<file path="src/rtl/mem_access_unit.sv">
// Initiator side of a word-addressed data memory: byte/half/word loads and stores,
// sub-word stores via read-modify-write. Optional macro MEM_MISALIGN_TRAP_EN traps misaligned half/word.
module mem_access_unit #(
  parameter int MEM_AW = 8
) (
  input  logic              clk,
  input  logic              rst,
  input  logic              req_valid,
  output logic              req_ready,
  input  logic              req_store,
  input  logic [1:0]        req_size,
  input  logic              req_unsigned,
  input  logic [MEM_AW+1:0] req_addr,
  input  logic [31:0]       req_wdata,
  output logic              resp_valid,
  output logic [31:0]       resp_rdata,
  output logic              resp_err,
  output logic              mem_we,
  output logic [MEM_AW-1:0] mem_address,
  output logic [31:0]       mem_dataIn,
  input  logic [31:0]       mem_dataOut
);

  typedef enum logic [1:0] {IDLE, READ, WRITE, DONE} state_t;

  state_t      state;
  logic        store_q;
  logic        uns_q;
  logic [1:0]  size_q;
  logic [1:0]  lane_q;
  logic [15:0] wdata_q;
  logic        req_err;
  logic        accept;

  assign req_ready = (state == IDLE) && !rst;
  assign accept    = req_valid && req_ready;

  // Requests that complete immediately as errors, never touching memory.
  always_comb begin
    req_err = (req_size == 2'b11);
`ifdef MEM_MISALIGN_TRAP_EN
    if (req_size == 2'b01 && req_addr[0])
      req_err = 1'b1;
    if (req_size == 2'b10 && req_addr[1:0] != 2'b00)
      req_err = 1'b1;
`endif
  end

  function automatic logic [31:0] format_load(input logic [31:0] w, input logic [1:0] sz,
                                              input logic [1:0] lane, input logic uns);
    logic [7:0]  b;
    logic [15:0] h;
    logic [31:0] r;
    b = w[{lane, 3'b000} +: 8];
    h = w[{lane[1], 4'b0000} +: 16];
    case (sz)
      2'b00:   r = uns ? {24'b0, b} : {{24{b[7]}}, b};
      2'b01:   r = uns ? {16'b0, h} : {{16{h[15]}}, h};
      default: r = w;
    endcase
    return r;
  endfunction

  // Replace only the addressed lane; the other lanes are written back untouched.
  function automatic logic [31:0] merge_store(input logic [31:0] w, input logic [1:0] sz,
                                              input logic [1:0] lane, input logic [15:0] d);
    logic [31:0] r;
    r = w;
    if (sz == 2'b00)
      r[{lane, 3'b000} +: 8] = d[7:0];
    else
      r[{lane[1], 4'b0000} +: 16] = d;
    return r;
  endfunction

  always_ff @(posedge clk) begin
    if (rst) begin
      state       <= IDLE;
      store_q     <= 1'b0;
      uns_q       <= 1'b0;
      size_q      <= 2'b00;
      lane_q      <= 2'b00;
      wdata_q     <= 16'b0;
      resp_valid  <= 1'b0;
      resp_err    <= 1'b0;
      resp_rdata  <= 32'b0;
      mem_we      <= 1'b0;
      mem_address <= '0;
      mem_dataIn  <= 32'b0;
    end else begin
      case (state)
        IDLE: begin
          if (accept) begin
            store_q     <= req_store;
            uns_q       <= req_unsigned;
            size_q      <= req_size;
            lane_q      <= req_addr[1:0];
            wdata_q     <= req_wdata[15:0];
            mem_address <= req_addr[MEM_AW+1:2];
            if (req_err) begin
              state      <= DONE;
              resp_valid <= 1'b1;
              resp_err   <= 1'b1;
              resp_rdata <= 32'b0;
            end else if (req_store && req_size == 2'b10) begin
              state      <= WRITE;
              mem_we     <= 1'b1;
              mem_dataIn <= req_wdata;
            end else begin
              state <= READ;
            end
          end
        end
        // The only cycle in which the combinational read data is sampled.
        READ: begin
          if (store_q) begin
            mem_dataIn <= merge_store(mem_dataOut, size_q, lane_q, wdata_q);
            mem_we     <= 1'b1;
            state      <= WRITE;
          end else begin
            resp_rdata <= format_load(mem_dataOut, size_q, lane_q, uns_q);
            resp_err   <= 1'b0;
            resp_valid <= 1'b1;
            state      <= DONE;
          end
        end
        WRITE: begin
          mem_we     <= 1'b0;
          resp_valid <= 1'b1;
          resp_err   <= 1'b0;
          resp_rdata <= 32'b0;
          state      <= DONE;
        end
        DONE: begin
          resp_valid <= 1'b0;
          resp_err   <= 1'b0;
          resp_rdata <= 32'b0;
          state      <= IDLE;
        end
        default: state <= IDLE;
      endcase
    end
  end

endmodule

</file>
<file path="config.mk">
export PLATFORM = sky130hd
export DESIGN_NAME = mem_access_unit
export DESIGN_NICKNAME = d
export VERILOG_FILES = /design/src/rtl/mem_access_unit.sv
export SDC_FILE = /design/constraint.sdc
export NUM_CORES = 1
export LEC_CHECK = 0
export ABC_AREA = 1
export CAP_MARGIN = 5
export CELL_PAD_IN_SITES_DETAIL_PLACEMENT = 2
export CELL_PAD_IN_SITES_GLOBAL_PLACEMENT = 2
export CORE_UTILIZATION = 28
export DETAILED_ROUTE_END_ITERATION = 8
export PLACE_DENSITY_LB_ADDON = 0.12
export SYNTH_ARGS = -nofsm -noshare
export SYNTH_HDL_FRONTEND = slang
export SYNTH_SLANG_ARGS = --single-unit
</file>
<file path="constraint.sdc">
create_clock -name clk -period 3.3 [get_ports clk]
set_clock_uncertainty 0.05 [all_clocks]
set_input_delay 0.825 -clock clk [delete_from_list [all_inputs] [get_ports clk]]
set_output_delay 0.825 -clock clk [all_outputs]
set_load 0.005 [all_outputs]
</file>
==> results by group <==
Route
  – Detailed-route DRC error count: 0
  – Routed Wire Length: 24.0 mm
  – DR vias/cell: 5.16
  – Iter 0 DRT Violations: 240
  – Antenna Nets Post-Route: 0
  – DR vias: 6401
  – DR WL/cell: 19.3 um
  – Initial DRT Pass Iterations: 4

Placement
  – RD Place Congestion: 0.917
  – DP Wirelength: 17.8 mm
  – Dpl ws: 0.472 ns
  – I/O Buffers: 156

Global routing
  – Vias in the first global route: 6662
  – Initial antenna violation count: 0
  – Total congestion overflow: 0
  – Maximum number of pins on one net before global-route repair: 71
  – GRT Total Usage: 23.6%
  – Global-route wire length before repair: 37.2 mm

Finish
  – Commonest non-fill, non-tap cell in the layout: nand2_1
  – Diodes inserted: 0
  – Net count, final: 1064
  – Commonest non-fill, non-tap cells in the layout: nand2_1 (195), clkdlybuf4s50_1 (156), a21oi_1 (132), dfxtp_1 (99), nand3_1 (65)
  – Layout cell share with drive strength beyond 1: 8.50%
  – Layout area overhead: 35.3%

CTS
  – Root Buffer: clkbuf_16
  – H-Tree Depth: 3
  – CTS tree: built
  – Post-CTS Setup Inserts: 0
  – CTS Buffer Depth: 2
  – TritonCTS buffer count: 9
  – Clock Pin Slew Worst Setup and Hold Paths: 0.07 ns
  – Cts-stage hold buffer count: 0
  – Clock latency on the worst-skew pair: 0.36 ns
  – Post-cts sizing count: 0
  – # clock sinks: 99

Power and ir drop
  – Pwr dens: 674 mW/mm^2
  – Maximum vdd drop: 0.241 mV
  – P_leak: 2.96 nW

Die
  – IO Count: 157
  – Vert. Die Dim: 145 um
  – Initial Util: 28.9%
  – Row count: 51
  – Die area: 0.0209 mm^2
  – Die width: 145 um
  – Core area: 0.0197 mm^2

Timing
  – Period utilisation layout: 85.8%
  – Worst-margin pin slew: 0.697 ns
  – Endpoints failing hold: 0
  – F_max: 353 MHz
  – Setup TNS: 0 ns
  – Setup ws final: 0.468 ns
  – Tmin final: 2.83 ns
  – Relative slew slack: 53.6%
  – RSZ-0062 raised after global routing: no
  – Final setup fails: 0
  – Pins Over Slew Limit: 0

Synth
  – Yosys reg bits: 99
  – Synth Cell Area: 0.00570 mm^2
  – Net count after synthesis: 936
  – Synth cell types: 33
  – Synth warnings: 0
  – Syn avg cell area: 6.75 um^2
  – Register area share after synthesis: 34.8%
  – Post-Syn Instances: 844

Critical path
  – Crit path arrival time: 1.96 ns
  – Max FO, Critical Path: 3
  – CP Data Required Time: 2.42 ns
  – Element type at the critical path end: primary output
  – Crit Path Class: input pin to primary output
  – Startpoint Class: input pin

Status
  – Status: complete, no violations

Flow run
  – Max-cap viol count: 0

Worst hold path
  – Hold Path Class: flip-flop to flip-flop
[path summary, 6_finish.rpt]
check	from	endpoint	slack (ns)	depth (start not counted)
max reg2reg	lane_q[1]$_SDFFE_PP0P_	mem_dataIn[27]$_SDFFE_PP0P_	0.67	9
min reg2reg	mem_address[3]$_SDFFE_PP0P_	mem_address[3]$_SDFFE_PP0P_	0.42	2
min	mem_address[3]$_SDFFE_PP0P_	mem_address[3]$_SDFFE_PP0P_	0.42	2
max	rst	req_ready	0.47	3
[where the power goes]
part / total, mW / switching [mW] / internal, mW / leakage, nW
logic: 2.56 / 1.57 / 0.988 / 2.03
clock network: 0.992 / 0.484 / 0.509 / 0.122
registers: 1.65 / 0.185 / 1.46 / 0.807
[per-stage QoR]
step	std cells	total power, mW	cell area, um^2	hold slack (ns)	util, %
5_1_grt	1241	5.60	7710	0.434	39.1
3_3_place_gp	1226	4.21	7450	0.402	37.8
6_report	1241	5.20	7710	0.417	39.1
2_1_floorplan	844	3.18	5700	0.391	-
3_5_place_dp	1226	4.26	7450	0.409	37.8
4_1_cts	1241	5.29	7710	0.419	39.1
[sequential cells by signal, indices dropped and copies added (netlist names)]
name,cells
mem_dataIn,32
resp_rdata,32
wdata_q,16
mem_address,8
lane_q,2
size_q,2
state,2
mem_we,1
resp_err,1
resp_valid,1
store_q,1
uns_q,1
[worst max-delay path, stage by stage]
cell	delay, ns
clkdlybuf4s50_1	0.47
nor2_1	0.14
clkdlybuf4s50_1	0.53
[synth_stat cells, drive strengths merged]
library cell	count	share of area, %
ha	11	2.4
buf	25	3.0
dfxtp	99	35
o21bai	1	0.13
o21ai	92	8.1
a21oi	152	15
inv	55	3.7
clkinv	2	0.13
nand3	69	6.8
o22ai	8	0.88
nand2	208	14
a31oi	5	0.55
clkbuf	33	2.2
nand4	14	1.5
nor2	42	3.0
nor3	2	0.18
o211ai	26	3.5
[metal layers]
| layer | vias up | routed length (um) | GRT usage, % |
|---|---|---|---|
| li1 | 3118 | - | - |
| met1 | 3121 | 11100 | 31.0 |
| met2 | 137 | 11400 | 39.9 |
| met3 | 25 | 907 | 2.80 |
| met4 | 0 | 542 | 8.03 |
| met5 | - | 0 | 0 |
[cell families (layout without fill, tap and decap cells)]
logic type               count (synthesis)  count (layout)  synth area share (%)
AND/OR/NAND/NOR                        335             335                  25.9
AO/OA/AOI/OAI                          284             284                  27.9
buffers and inverters                  115             247                  9.02
flip-flops                              99              99                  34.8
adder cells (fa/ha/maj)                 11              11                  2.41
[final cells by class]
type	instances	area [um^2]
clock inverter	4	28.8
sequential	99	1980
inverter	57	219
timing repair buffer	175	1720
multi-input combinational	630	3200
tap	265	332
fill	2340	12000
clock buffer	11	233
(Power assumes the default switching activity.)
==> variant, RTL diff (config.mk and constraints unchanged) <==
Change the parameter `MEM_AW` from 8 to 10.
--- a/src/rtl/mem_access_unit.sv
+++ b/src/rtl/mem_access_unit.sv
@@ -1,7 +1,7 @@
 // Initiator side of a word-addressed data memory: byte/half/word loads and stores,
 // sub-word stores via read-modify-write. Optional macro MEM_MISALIGN_TRAP_EN traps misaligned half/word.
 module mem_access_unit #(
-  parameter int MEM_AW = 8
+  parameter int MEM_AW = 10
 ) (
   input  logic              clk,
   input  logic              rst,
Interface: changed (resized mem_address and req_addr); port bits go from 157 to 161. The function was not compared with the original's and may differ.
==> variant against the original RTL <==
Sequential cell count up 2. Power grew 3.0%. Routed wire length down 2.2%. Hold slack got worse by 0.51 ps. Area after synthesis is 1.3% lower. Global-route usage decreased by 0.27 points. Combinational power is 3% lower. Via count is 0.25% lower. Final area rose by 0.50%. Critical path depth is the same. Worst setup slack worse by 24 ps. Non-clock buffer count grew 3.
==> variant: results (changes against the original RTL) <==
- Crit-path max FO: 3 (unchanged)
- Grt met1 use: 32.6% (+1.7 points)
- Synthesized cell area: 0.00563 mm2 (-1.3%)
- FF-to-FF End: mem_dataIn[25]$_SDFFE_PP0P_
- Reg2Reg Setup Slack: 590 ps (-80 ps)
- Worst Max-Slew Pin Slew: 711 ps (+14.3 ps)
- Compound-Gate Fraction of Synth Area: 27.7% (-0.15 points)
- Met3 Resource Use GR: 3.27% (+0.47 points)
- Adder-Cell Fraction of Synth Area: 2.45% (+0.032 points)
- Post-synthesis mux area share: 0% (unchanged)
- Clock Latency Late Sink: 360 ps (about the same)
- Leakage power: 0.00301 uW (+1.7%)
- Global-route usage over all layers: 23.3% (-0.27 points)
- Syn_area_per_cell: 6.60 um2 (-2.2%)
- Fin nets: 1075 (+1.0%)
- Max Buffers Root-to-Sink: 2 (unchanged)
- CTS resizes: 0 (unchanged)
- Crit path max-delay family: buffers and inverters
- Worst setup path start: rst
- Non-Filler Instances: 1251 (+0.81%)
- Critical path arrival: 1980 ps (+20 ps)
- Leading post-synthesis cells by cell area: dfxtp_1 36%, a21oi_1 14%, nand2_1 13%, o21ai_0 7.7%, nand3_1 5.7%
- Drt total wl: 23500 um (-2.2%)
- Worst vdd ir: 0.299 mV (+24%)
- Hold EP: mem_address[2]$_SDFFE_PP0P_
- Filler Cell Count: 2394 (+2.3%)
- Distinct cells, synth: 29 (-12%)
- Vias: 6385 (-0.25%)
- Register-to-Register Path Depth: 10 (+1)
- Status: finished clean
- Worst Hold Launch: mem_address[2]$_SDFFE_PP0P_
- First-pass GRT wire length: 36800 um (-1.2%)
- Port Buffer Count: 160 (+2.6%)
- Met2 usage: 37.0% (-2.8 points)
- Metal-1 WL: 11500 um (+3.5%)
- Area after DPL: 0.00743 mm2 (-0.35%)
- Sequential area share after synthesis: 35.9% (+1.2 points)
- Dpl hpwl: 17000 um (-4.6%)
- Initial antenna violation count: 0 (unchanged)
- Placed Cells: 1235 (+0.73%)
- Drt initial violations: 317 (+32%)
- Commonest cells in the netlist: 197 x nand2_1, 154 x a21oi_1, 101 x dfxtp_1
- Slowest stage delay, CP: 510 ps (-20 ps)
- Antenna viol nets, final: 0 (unchanged)
- WL met2: 10700 um (-5.9%)
- Hold slack: 417 ps (-0.506 ps)
- Pin count of the biggest net entering global routing: 73 (+2.8%)
- Share of layout cells above drive strength 1: 5.17% (-3.3 points)
- Setup WS post-layout: 444 ps (-24.0 ps)
- DRT Pass-1 Iters: 4 (unchanged)
- Hold Crit Class: reg -> reg
- Cts bufs inserted: 9 (unchanged)
- Vias in the first global route: 6512 (-2.3%)
- GPL Wtd Cong: 0.826 (-9.8%)
- Metal3 WL: 880 um (-3.0%)
- Net count after synthesis: 946 (+1.1%)
- Diodes inserted: 0 (unchanged)
==> variant: cell count changes after synthesis, sizes merged, moves of 2 or more <==
cell   before  now
dfxtp      99  101
a21oi     152  154
nor3        2    4
nand4      14   12
inv        55   57
nand2     208  202
o21ai      92  100
nand3      69   67
==> variant: area by class of cell <==
class                           instances  area [um2]  share of cell area (%)
Clock buffer                           11         243                    3.13
Timing Repair Buffer                  178        1740                    22.4
Sequential cell                       101        2020                    26.1
Multi-Input combinational cell        632        3110                    40.2
Clock inverter                          5        83.8                    1.08
Inverter                               59         221                    2.86
Tap cell                              265         332                    4.28
==> variant: report_power, final <==
part           internal [uW]  leakage (uW)  total, uW  switching, uW
Sequential              1490      0.000824       1680            186
Clock                    688      0.000152       1200            512
Combinational            964       0.00203       2480           1520
Total                   3140       0.00301       5360           2210
